[config.mk]
export PLATFORM = sky130hd
export DESIGN_NAME = i2s_capture_ctrl
export DESIGN_NICKNAME = d
export VERILOG_FILES = /design/src/rtl/i2s_capture_ctrl.sv
export SDC_FILE = /design/constraint.sdc
export NUM_CORES = 1
export LEC_CHECK = 0
export CORE_MARGIN = 1
export CORE_UTILIZATION = 29
export DETAILED_ROUTE_END_ITERATION = 6
export PLACE_DENSITY = 0.62
export SETUP_SLACK_MARGIN = 0.3
export SYNTH_ARGS = -nofsm -noshare
export SYNTH_HDL_FRONTEND = slang
export SYNTH_SLANG_ARGS = --single-unit
export TNS_END_PERCENT = 10
[constraint.sdc]
create_clock -name clk -period 2.1 [get_ports clk]
set_input_delay 0.21 -clock clk [delete_from_list [all_inputs] [get_ports clk]]
set_output_delay 0.21 -clock clk [all_outputs]
set_load 0.03 [all_outputs]
[src/rtl/i2s_capture_ctrl.sv]
// Capture-session sequencer between the I2S MEMS receiver and a 24-bit sample sink.
// Latency: one cycle from an accepted smp_valid to wr_valid (left word first).
// Backpressure: a one-frame holding buffer. A frame that arrives while the buffer is occupied is dropped and flagged in overflow.
//
// Parameters: WARMUP_FRAMES (settling frames discarded after mic_en rises), FCNT_W (frame counter width)
// Ports: clk, Reset_n (async active-low); start/stop requests; cfg_frames (0 = continuous);
//        smp_valid/smp_l/smp_r from the receiver; mic_en to the receiver;
//        wr_valid/wr_data/wr_chan/wr_ready sink stream; busy, done, overflow, frame_cnt status.
// Optional build macro: I2S_CAP_MONO_EN emits only the left word of each frame.
module i2s_capture_ctrl #(
    parameter int WARMUP_FRAMES = 16,
    parameter int FCNT_W        = 16
) (
    input  logic              clk,
    input  logic              Reset_n,
    input  logic              start,
    input  logic              stop,
    input  logic [FCNT_W-1:0] cfg_frames,
    input  logic              smp_valid,
    input  logic [23:0]       smp_l,
    input  logic [23:0]       smp_r,
    output logic              mic_en,
    output logic              wr_valid,
    output logic [23:0]       wr_data,
    output logic              wr_chan,
    input  logic              wr_ready,
    output logic              busy,
    output logic              done,
    output logic              overflow,
    output logic [FCNT_W-1:0] frame_cnt
);

    typedef enum logic [1:0] {
        S_IDLE    = 2'd0,
        S_WARMUP  = 2'd1,
        S_CAPTURE = 2'd2,
        S_DRAIN   = 2'd3
    } state_t;

    // The counter only has to reach WARMUP_FRAMES-1; the pulse after that ends warmup.
    localparam int WC_W = (WARMUP_FRAMES > 1) ? $clog2(WARMUP_FRAMES) : 1;

    state_t            state_q, state_d;
    logic [WC_W-1:0]   warm_cnt_q;
    logic [FCNT_W-1:0] limit_q;
    logic [FCNT_W-1:0] frame_cnt_q;
    logic [23:0]       buf_l_q, buf_r_q;
    logic              buf_full_q;
    logic              phase_q;      // 0: left word pending, 1: right word pending
    logic              done_q;
    logic              overflow_q;

    logic              hs;
    logic              release_w;
    logic              start_ok;
    logic              warm_last;
    logic              accept;
    logic              drop;
    logic [FCNT_W-1:0] cnt_inc;

    assign hs = buf_full_q & wr_ready;

    // The buffer is freed by the handshake of the last word of the frame.
`ifdef I2S_CAP_MONO_EN
    assign release_w = hs;
`else
    assign release_w = hs & phase_q;
`endif

    // stop has priority over start in IDLE.
    assign start_ok  = (state_q == S_IDLE) & start & ~stop;
    assign warm_last = (WARMUP_FRAMES == 0) ||
                       (smp_valid && (warm_cnt_q == WC_W'(WARMUP_FRAMES - 1)));

    // A frame landing on the final handshake can reuse the buffer in the same cycle.
    assign accept = (state_q == S_CAPTURE) & smp_valid & ~stop & (~buf_full_q | release_w);
    assign drop   = (state_q == S_CAPTURE) & smp_valid & ~stop & buf_full_q & ~release_w;

    assign cnt_inc = (&frame_cnt_q) ? frame_cnt_q : frame_cnt_q + FCNT_W'(1);

    always_comb begin
        state_d = state_q;
        case (state_q)
            S_IDLE: begin
                if (start_ok) state_d = S_WARMUP;
            end
            S_WARMUP: begin
                if (stop)           state_d = S_IDLE;
                else if (warm_last) state_d = S_CAPTURE;
            end
            S_CAPTURE: begin
                if (stop)
                    state_d = S_DRAIN;
                else if (accept && (limit_q != '0) && (cnt_inc == limit_q))
                    state_d = S_DRAIN;
            end
            S_DRAIN: begin
                // Leave as soon as the buffer is empty after this cycle.
                if (!buf_full_q || release_w) state_d = S_IDLE;
            end
            default: state_d = S_IDLE;
        endcase
    end

    always_ff @(posedge clk or negedge Reset_n) begin
        if (!Reset_n) begin
            state_q     <= S_IDLE;
            warm_cnt_q  <= '0;
            limit_q     <= '0;
            frame_cnt_q <= '0;
            buf_l_q     <= '0;
            buf_r_q     <= '0;
            buf_full_q  <= 1'b0;
            phase_q     <= 1'b0;
            done_q      <= 1'b0;
            overflow_q  <= 1'b0;
        end else begin
            state_q <= state_d;
            done_q  <= (state_q != S_IDLE) && (state_d == S_IDLE);

            if (start_ok) begin
                limit_q     <= cfg_frames;
                frame_cnt_q <= '0;
                overflow_q  <= 1'b0;
                warm_cnt_q  <= '0;
            end

            if ((state_q == S_WARMUP) && smp_valid)
                warm_cnt_q <= warm_cnt_q + WC_W'(1);

            if (accept) frame_cnt_q <= cnt_inc;
            if (drop)   overflow_q  <= 1'b1;

            if (accept) begin
                buf_l_q    <= smp_l;
                buf_r_q    <= smp_r;
                buf_full_q <= 1'b1;
                phase_q    <= 1'b0;
            end else if (release_w) begin
                buf_full_q <= 1'b0;
                phase_q    <= 1'b0;
            end else if (hs) begin
                phase_q    <= 1'b1;
            end
        end
    end

    assign mic_en    = (state_q != S_IDLE);
    assign busy      = (state_q != S_IDLE);
    assign done      = done_q;
    assign overflow  = overflow_q;
    assign frame_cnt = frame_cnt_q;
    assign wr_valid  = buf_full_q;
    assign wr_chan   = phase_q;
    assign wr_data   = phase_q ? buf_r_q : buf_l_q;

endmodule

==> run_results.csv <==
group,metric,value,unit
run_status,status,"finished with violations",
run_status,violations,"setup timing",
place,placed_cell_area,6400,sq um
cts,cts_buffer_depth,2,
global_routing,overflow,0,
worst_setup_path,crit_required,2340,ps
worst_setup_path,worst-path-buf-inv,1,
timing,fmax,458,MHz
yosys,synthCells,530,
yosys,yosysMostFrequentCell,"nand2_1",
flow_run,cap_violations,0,
yosys,synth-seq-cells,90,
detailed_routing,ant_nets,0,
detailed_routing,drtIter0Drc,223,
cells_and_area,stdcell_area,6800,sq um
cts,clk_latency,350,ps
cts,clk_pin_slew,70,ps
worst_hold_path,hp-class,"in -> async",
worst_setup_path,endpoint_kind,"flop",
yosys,synthArstFlopShare,1.00,
cts,cts_tree,"yes",
global_routing,antenna_found_initial,0,
timing,setup_viol_count_final,1,
cells_and_area,areaGrowthSynthToFinish,48.1,%
place,dp_cells,884,
timing,drv_slew,0,
global_routing,track_usage,0.172,
yosys,synth_top_area_frac,0.490,
yosys,synth_edf_count,0,
yosys,synth.yosys.seq_area_share,0.490,
floorplanning,io_pins,116,
floorplanning,die_w,128,um
worst_setup_path,slowest_stage,"dfrtp_2",
detailed_routing,vias,4286,
timing,period_minus_slack,2180,ps
detailed_routing,viasPerCell,4.69,
cells_and_area,multiInputGateArea,2320,sq um
cts,htreeDepth,3,
yosys,yosysTopAreaCell,"dfrtp_1",
worst_setup_path,worst-setup-path-type,"reg -> reg",
worst_setup_path,max_stage_delay,390,ps
cts,clock-sinks,90,
power,ir_drop,366,uV
power,powerDensity,636,nW/um^2
yosys,synth_common_cells,"217 x nand2_1, 90 x dfrtp_1, 29 x nor2_1",
timing,hold_viol_final,0,
floorplanning,die-area,16300,sq um
floorplanning,chipHeight,128,um
worst_setup_path,crit_fanout,5,
power,power,4.33,mW
timing,finalSetupTns,-81.7,ps
place,gp_congestion,0.908,
yosys,ys.flop_type,"dfrtp_1",
yosys,synth_cell_types,51,
global_routing,grt_pass1_vias,4429,
yosys,yosysWarnings,0,
worst_setup_path,startpoint_type,"flop",
place,port_buffers,115,
worst_setup_path,crit_family,"simple AND/OR/NAND/NOR gates",
detailed_routing,totalWireLength,13600,um
cells_and_area,finalNetCount,770,
timing,grt_setup_unrepaired,"yes",
worst_setup_path,arrival,2420,ps
place,place_hpwl,10000,um
yosys,syn_nets,602,
worst_setup_path,crit_chain,"buf_6 > and4_4 > nand4_1 > nor2_1 > xnor2_1 > nor4b_2 > a311oi_1 > o41ai_2",
cells_and_area,drive_above_1_share,0.253,
timing,slew-limit-headroom,0.649,
yosys,syn_area_per_cell,8.67,sq um
cells_and_area,fin_cells,914,
floorplanning,core,15300,sq um
detailed_routing,wl_per_cell,14.8,um
global_routing,grt_pass1_wl,21900,um
detailed_routing,dr.pass1.iters,4,
timing,worst_slew_pin_slew,526,ps
power,p_leak,3.42,nW
detailed_routing,drc,0,
yosys,yosys-top-cells-area,"dfrtp_1 49%, nand2_1 18%, mux2_2 6.1%, o21ai_0 3.1%, xnor2_1 2.9%",
place,pre_cts_slack,-93.5,ps
yosys,synthesis.area,4590,sq um
timing,worst_slack,-81.7,ps
cts,numCtsBuffers,9,
cells_and_area,diodes,0,
cells_and_area,ff_latch_area,2260,sq um
floorplanning,initial_core_util,0.300,
cells_and_area,nFillCells,1557,
global_routing,grt_max_degree,50,
floorplanning,rows,45,
cts,cts_root_buffer,"clkbuf_16",
timing,finClkSkew,10.5,ps
timing,fin_crit_sh,1.04,
[registers in the layout, summed over array words and instances (netlist names)]
name	flops
wr_chan	1
done	1
buf_l_q	24
frame_cnt	16
limit_q	16
buf_r_q	24
overflow	1
state_q	2
wr_valid	1
warm_cnt_q	4
[power by group]
part / internal (mW) / leakage (nW) / switching [mW] / total (mW)
registers: 1.87 / 1.21 / 0.166 / 2.03
clock network: 0.858 / 0.142 / 0.725 / 1.58
logic: 0.365 / 2.07 / 0.346 / 0.710
[metal layers]
| metal | share of wire | GRT usage |
|---|---|---|
| met1 | 0.45 | 0.218 |
| met2 | 0.49 | 0.287 |
| met3 | 0.044 | 0.0409 |
| met4 | 0.016 | 0.0609 |
| met5 | 0 | 0 |
[per-stage QoR]
step | util | hold WS (ps)
detailed placement | 0.418 | 228
CTS | 0.437 | 371
global placement | 0.418 | 217
finish | 0.444 | 374
global route | 0.444 | 379
floorplan | - | -85.6
[layout by cell type (no fill, tap or decap), types with 6 or more instances in the layout]
cell / synthesis / routed
nand2_1: 217 / 216
dfrtp_1: 90 / 80
clkdlybuf4s50_1: 0 / 72
buf_4: 2 / 55
nor2_1: 29 / 25
o21ai_0: 28 / 24
mux2_2: 25 / 24
buf_2: 5 / 24
xnor2_1: 15 / 15
dlygate4sd2_1: 0 / 14
buf_6: 0 / 11
dfrtp_2: 0 / 10
clkbuf_16: 0 / 9
nand4_1: 8 / 8
nand3_1: 8 / 8
xor2_1: 6 / 6
[logic make-up after synthesis]
kind of cell	share of synthesized area
adder cells (fa/ha/maj)	0.00545
AND/OR/NAND/NOR	0.286
multiplexers	0.0700
flip-flops	0.490
buffers and inverters	0.0302
AO/OA/AOI/OAI	0.0776
XOR/XNOR	0.0400
[path summary, 6_finish.rpt]
| kind | startpoint | end | slack [ps] | cells after the start |
|---|---|---|---|---|
| setup / recovery | frame_cnt[0] | state_q[0] | -80 | 8 |
| min in group clk | cfg_frames[9] | limit_q[9] | 390 | 3 |
| setup reg to reg | frame_cnt[0] | state_q[0] | -80 | 8 |
| hold reg to reg | buf_l_q[0] | buf_l_q[0] | 470 | 2 |
| hold / removal | Reset_n | buf_l_q[11] | 370 | 2 |
| max in group asynchronous | Reset_n | frame_cnt[5] | 1060 | 3 |
[area by class of cell]
| cell class | instances | area share |
|---|---|---|
| clock inverters | 6 | 0.00791 |
| inverters | 5 | 0.00276 |
| clock buffers | 10 | 0.0351 |
| flip-flops and latches | 90 | 0.333 |
| repair buffers | 185 | 0.241 |
| well taps | 211 | 0.0388 |
| multi-input cells | 407 | 0.341 |
[what timing repair did]
action | in CTS | in global routing
resized for setup | 147 | 24
hold endpoints to repair | 38 | 0
cloned | 0 | 0
endpoints found under the setup margin | 41 | 20
hold buffers | 1 | 0
pin swaps | 15 | 15
setup buffers | 9 | 4
Power figures use the tool's default switching activity.
